### config.mk
export PLATFORM = sky130hd
export DESIGN_NAME = key_event_queue
export DESIGN_NICKNAME = d
export VERILOG_FILES = /design/src/rtl/key_pkg.sv /design/src/rtl/sync_fifo.sv /design/src/rtl/key_event_queue.sv
export SDC_FILE = /design/constraint.sdc
export NUM_CORES = 1
export LEC_CHECK = 0
export BUFFER_PORTS_ARGS = -buffer_cell sky130_fd_sc_hd__buf_2
export CORE_UTILIZATION = 35
export CTS_CLUSTER_DIAMETER = 40
export CTS_CLUSTER_SIZE = 24
export DETAILED_ROUTE_END_ITERATION = 8
export GPL_TIMING_DRIVEN = 0
export MAX_ROUTING_LAYER = met4
export PLACE_DENSITY = 0.58
export SLEW_MARGIN = 15
export SYNTH_ARGS = -nofsm -noshare
export SYNTH_HDL_FRONTEND = slang
export SYNTH_SLANG_ARGS = --single-unit
export TNS_END_PERCENT = 1
### constraint.sdc
create_clock -name clk -period 3.1 [get_ports clk]
set_clock_uncertainty 0.2 [all_clocks]
set_input_delay 0.62 -clock clk [delete_from_list [all_inputs] [get_ports clk]]
set_output_delay 0.62 -clock clk [all_outputs]
set_load 0.01 [all_outputs]
### src/rtl/key_pkg.sv
// Shared key constants, key-code type and the lowest-set-bit encoder.
package key_pkg;

    localparam int unsigned NKEYS  = 16;
    localparam int unsigned CODE_W = $clog2(NKEYS);

    typedef logic [CODE_W-1:0] key_code_t;

    typedef struct packed {
        logic      found;
        key_code_t idx;
    } lsb_t;

    function automatic lsb_t lsb_index(input logic [NKEYS-1:0] v);
        lsb_t r;
        r.found = 1'b0;
        r.idx   = '0;
        for (int unsigned i = 0; i < NKEYS; i++) begin
            if (v[i] && !r.found) begin
                r.found = 1'b1;
                r.idx   = key_code_t'(i);
            end
        end
        return r;
    endfunction

endpackage

### src/rtl/sync_fifo.sv
// Single-clock FIFO with registered storage, combinational head read and same-cycle push/pop.
module sync_fifo #(
    parameter int unsigned WIDTH = 4,
    parameter int unsigned DEPTH = 4
) (
    input  logic                     clk,
    input  logic                     rst,
    input  logic                     push,
    input  logic [WIDTH-1:0]         din,
    input  logic                     pop,
    output logic [WIDTH-1:0]         dout,
    output logic [$clog2(DEPTH):0]   count
);

    localparam int unsigned PTR_W = $clog2(DEPTH);
    localparam int unsigned CNT_W = PTR_W + 1;
    localparam logic [CNT_W-1:0] FULL = CNT_W'(DEPTH);

    logic [WIDTH-1:0] mem_q [DEPTH];
    logic [WIDTH-1:0] mem_d [DEPTH];
    logic [PTR_W-1:0] wr_ptr_q, wr_ptr_d;
    logic [PTR_W-1:0] rd_ptr_q, rd_ptr_d;
    logic [CNT_W-1:0] count_q, count_d;
    logic             do_push, do_pop;

    always_comb begin
        mem_d    = mem_q;
        wr_ptr_d = wr_ptr_q;
        rd_ptr_d = rd_ptr_q;
        count_d  = count_q;
        do_pop   = pop && (count_q != '0);
        // A full FIFO still accepts a write when the head leaves in the same cycle.
        do_push  = push && ((count_q != FULL) || do_pop);
        if (do_push) begin
            mem_d[wr_ptr_q] = din;
            wr_ptr_d        = wr_ptr_q + 1'b1;
        end
        if (do_pop) begin
            rd_ptr_d = rd_ptr_q + 1'b1;
        end
        if (do_push && !do_pop) begin
            count_d = count_q + 1'b1;
        end else if (do_pop && !do_push) begin
            count_d = count_q - 1'b1;
        end
    end

    always_ff @(posedge clk or posedge rst) begin
        if (rst) begin
            for (int unsigned i = 0; i < DEPTH; i++) begin
                mem_q[i] <= '0;
            end
            wr_ptr_q <= '0;
            rd_ptr_q <= '0;
            count_q  <= '0;
        end else begin
            mem_q    <= mem_d;
            wr_ptr_q <= wr_ptr_d;
            rd_ptr_q <= rd_ptr_d;
            count_q  <= count_d;
        end
    end

    assign dout  = mem_q[rd_ptr_q];
    assign count = count_q;

endmodule

### src/rtl/key_event_queue.sv
// Turns one-hot key press pulses into an ordered stream of key codes behind a valid/ready FIFO.
module key_event_queue
    import key_pkg::*;
#(
    parameter int unsigned DEPTH = 4
) (
    input  logic                   clk,
    input  logic                   rst,
    input  logic [NKEYS-1:0]       press,
    output key_code_t              code,
    output logic                   valid,
    input  logic                   ready,
    output logic [$clog2(DEPTH):0] count,
    output logic                   overflow
);

    localparam int unsigned CNT_W = $clog2(DEPTH) + 1;
    localparam logic [CNT_W-1:0] FULL = CNT_W'(DEPTH);

    logic [NKEYS-1:0] pending_q, pending_d;
    logic [NKEYS-1:0] grant;
    logic             overflow_q, overflow_d;
    logic             pop, push, push_ok;
    lsb_t             lsb;

    always_comb begin
        lsb     = lsb_index(pending_q);
        pop     = valid && ready;
        push_ok = (count != FULL) || pop;
        grant   = '0;
        if (lsb.found && push_ok) begin
            grant[lsb.idx] = 1'b1;
        end
        push       = |grant;
        // A press landing on its own grant cycle re-arms the bit instead of counting as a repeat.
        pending_d  = (pending_q & ~grant) | press;
        overflow_d = |(press & pending_q & ~grant);
    end

    always_ff @(posedge clk or posedge rst) begin
        if (rst) begin
            pending_q  <= '0;
            overflow_q <= 1'b0;
        end else begin
            pending_q  <= pending_d;
            overflow_q <= overflow_d;
        end
    end

    sync_fifo #(
        .WIDTH (CODE_W),
        .DEPTH (DEPTH)
    ) u_fifo (
        .clk   (clk),
        .rst   (rst),
        .push  (push),
        .din   (lsb.idx),
        .pop   (pop),
        .dout  (code),
        .count (count)
    );

    assign valid    = (count != '0);
    assign overflow = overflow_q;

endmodule
==> reports/results.txt <==
status -> complete, no violations
initial core utilization -> 0.362
# Max-Cap Violations -> 0
vias in the first global route -> 1519
initial antenna violation count -> 0
Worst Reg-to-Reg Cells -> 8
initial DRC count -> 86
Post-Synthesis Net Count -> 226
fin nets -> 261
vias post-DR -> 1602
Clock transition at path regs -> 0.08 ns
M1 wire length -> 2300 um
WP data arrival -> 2.95 ns
Clock Path Buffers -> 2
WP data required -> 3.08 ns
Syn-to-layout area delta -> 17.6%
FFs w/ async S/R, synth -> 1.00
placed insts -> 304
fin area -> 2520 sq um
final worst path period need -> 2.97 ns
Cells after Synth -> 201
yosys warns -> 0
register bit total from synthesis -> 40
met3 wire len -> 168 um
PwrDens -> 655 nW/um^2
n_diodes -> 0
remaining antenna violation count -> 0
GRT overflow -> 0
mapped cell area -> 2140 sq um
detailed-placement wirelength estimate -> 3310 um
Root Driver -> clkbuf_8
Max FO, Critical Path -> 8
Clk Latency, worst-skew pair -> 0.30 ns
number of library cell types mapped by synthesis -> 50
WL met2 -> 1820 um
layout cells sized above 1 -> 0.274
CTS tree -> yes
Most used DFF post-synth -> dfrtp_1
total power draw -> 0.00165 W
Min-Delay Path Class -> primary input to asynchronous set/reset pin
total CTS buffers -> 5
Final Max Slew Viols -> 0
Fin. Hold Viols -> 0
highest routed metal layer -> met4
largest net degree at the start of global routing -> 30
Critical R2R Launch -> u_fifo.count[0]
DRC -> 0
WHS -> 0.0529 ns
Worst-Margin Slew -> 0.664 ns
count of hold-fix buffers inserted at cts -> 0
Port Buf Inserts -> 27
fmax -> 336 MHz
R2R Path End -> u_fifo.count[1]
Post-synth EDFFs -> 0
htree depth -> 2
core area -> 5920 sq um
reg-to-reg setup timing slack -> 0.13 ns
Sink Count -> 40
num ports -> 28
aggregate routed wire length -> 4360 um
DIE AREA -> 6440 sq um
register area share after synthesis -> 0.467
Die Ht -> 80.3 um
postcts setup bufs -> 0
Worst slew margin -> 0.551
Static Leak -> 1.09 nW
fin crit share -> 0.959
cell taking the most area after synthesis -> dfrtp_1
Setup crit start kind -> register
largest cells by area after synthesis -> dfrtp_1 47%, mux2_2 4.7%, o21ai_0 4.7%
total track usage -> 0.162
Die X -> 80.3 um
setup violators final -> 0
Cell Rows -> 28
Worst Setup End Kind -> register
wire length per cell -> 14.0 um
top-area cell type share of the netlist area -> 0.467
Syn Area/Cell -> 10.7 sq um
Pre-Repair DR Iteration Count -> 4
post-DR vias/cell -> 5.13
worst vdd ir -> 0.399 mV
placed inst area -> 2390 sq um
CP Class -> register to register
Finished Layout Cells -> 312
fillers -> 617
wire length of the first global-routing pass -> 7590 um
routability cong. -> 0.741
-- registers in the layout, summed over array words and instances, names as in the netlist --
name and count:
overflow 1, pending_q 16, u_fifo.wr_ptr_q 2, u_fifo.rd_ptr_q 2, u_fifo.count 3, u_fifo.mem_q 16
-- layout make-up --
class	instances	area, sq um	area share
clock buffers	6	72.6	0.0288
flip-flops and latches	40	1000	0.397
well taps	75	93.8	0.0372
clock inverters	2	35.0	0.0139
repair buffers	28	155	0.0615
plain buffers	3	18.8	0.00744
inverters	11	45.0	0.0179
multi-input cells	147	1100	0.436
-- routing by layer --
layer	vias to the layer above	global-route usage
met5	-	-
met4	0	0.0536
met3	7	0.0364
met2	32	0.221
met1	765	0.234
li1	798	-
-- worst max-delay path, cell delays in order (launching register included) --
cell        delay (ns)
dfrtp_1           0.45
or4b_2            0.68
buf_1             0.22
nand2_2           0.15
clkinvlp_4        0.19
ha_1              0.25
inv_1             0.07
fa_1              0.39
mux2_2            0.26
-- where the power goes --
part	switching, W	leakage, nW	internal (W)
Clock	0.000185	0.0552	0.000239
Combinational	0.000272	0.580	0.000240
Sequential	0.0000936	0.453	0.000622
Total	0.000550	1.09	0.00110
-- worst max-delay path by stage --
| stage | from | endpoint | slack, ns |
|---|---|---|---|
| 2_1_floorplan | ready | u_fifo.count[1] | 0.17 |
| 3_3_place_gp | ready | u_fifo.count[1] | -0.15 |
| 3_5_place_dp | ready | u_fifo.count[1] | -0.15 |
| 4_1_cts | pending_q[8] | u_fifo.count[1] | 0.05 |
| 5_1_grt | u_fifo.count[0] | u_fifo.count[1] | -0.01 |
| 6_report | u_fifo.count[0] | u_fifo.count[1] | 0.13 |
-- cell families (layout without fill, tap and decap cells) --
kind of cell	Yosys count	in the layout	synth area share
and+or+nand+nor	70	70	0.178
AOI/OAI and AO/OA	52	52	0.175
DFF	40	40	0.467
buffers and inverters	14	50	0.0280
muxes	13	13	0.0893
adders and majority gates	6	6	0.0385
xor gates and xnor gates	6	6	0.0245
-- layout by cell type (no fill, tap or decap), types with 3 or more instances in the layout --
cell type,synthesis,routed
nand2b_1,9,9
mux2_2,9,9
nand3_1,6,6
a21o_1,4,4
clkbuf_8,0,5
o21bai_1,3,3
nand2_1,25,24
o211ai_1,3,3
dfrtp_1,40,40
inv_1,10,9
a21oi_1,4,4
xnor2_1,4,4
nor2_1,9,9
mux4_2,4,4
buf_2,0,27
ha_1,5,5
o21ai_0,20,20
-- through the flow --
step | util | setup WS (ns) | TNS [ns]
global placement | 0.401 | -0.145 | -0.145
detailed placement | 0.404 | -0.152 | -0.152
global route | 0.426 | -0.0132 | -0.0132
finish | 0.426 | 0.126 | 0
CTS | 0.422 | 0.0472 | 0
floorplan | - | 0.171 | 0
-- repair_timing --
item / in CTS / in global routing
endpoints found under the setup margin: 0 / 2
endpoints found under the hold margin: 0 / 0
resized for setup: 0 / 5
-- synth_stat cells (2+ instances only) --
library cell and number:
ha_1 5, o21ai_0 20, o211ai_1 3, nor2_2 2, dfrtp_1 40, or3_1 2
nor2b_1 2, a31oi_1 2, nand2b_1 9, nand2_1 25, a21o_1 4, nand3_1 6
mux2_2 9, mux4_2 4, clkbuf_1 2, nand4_1 2, a21boi_0 2, a21oi_1 4
nor2_1 9, o21bai_1 3, xnor2_1 4, xor2_1 2, nor4_1 2, a22oi_1 2
inv_1 10, nor3_1 2
Power figures use the tool's default switching activity.
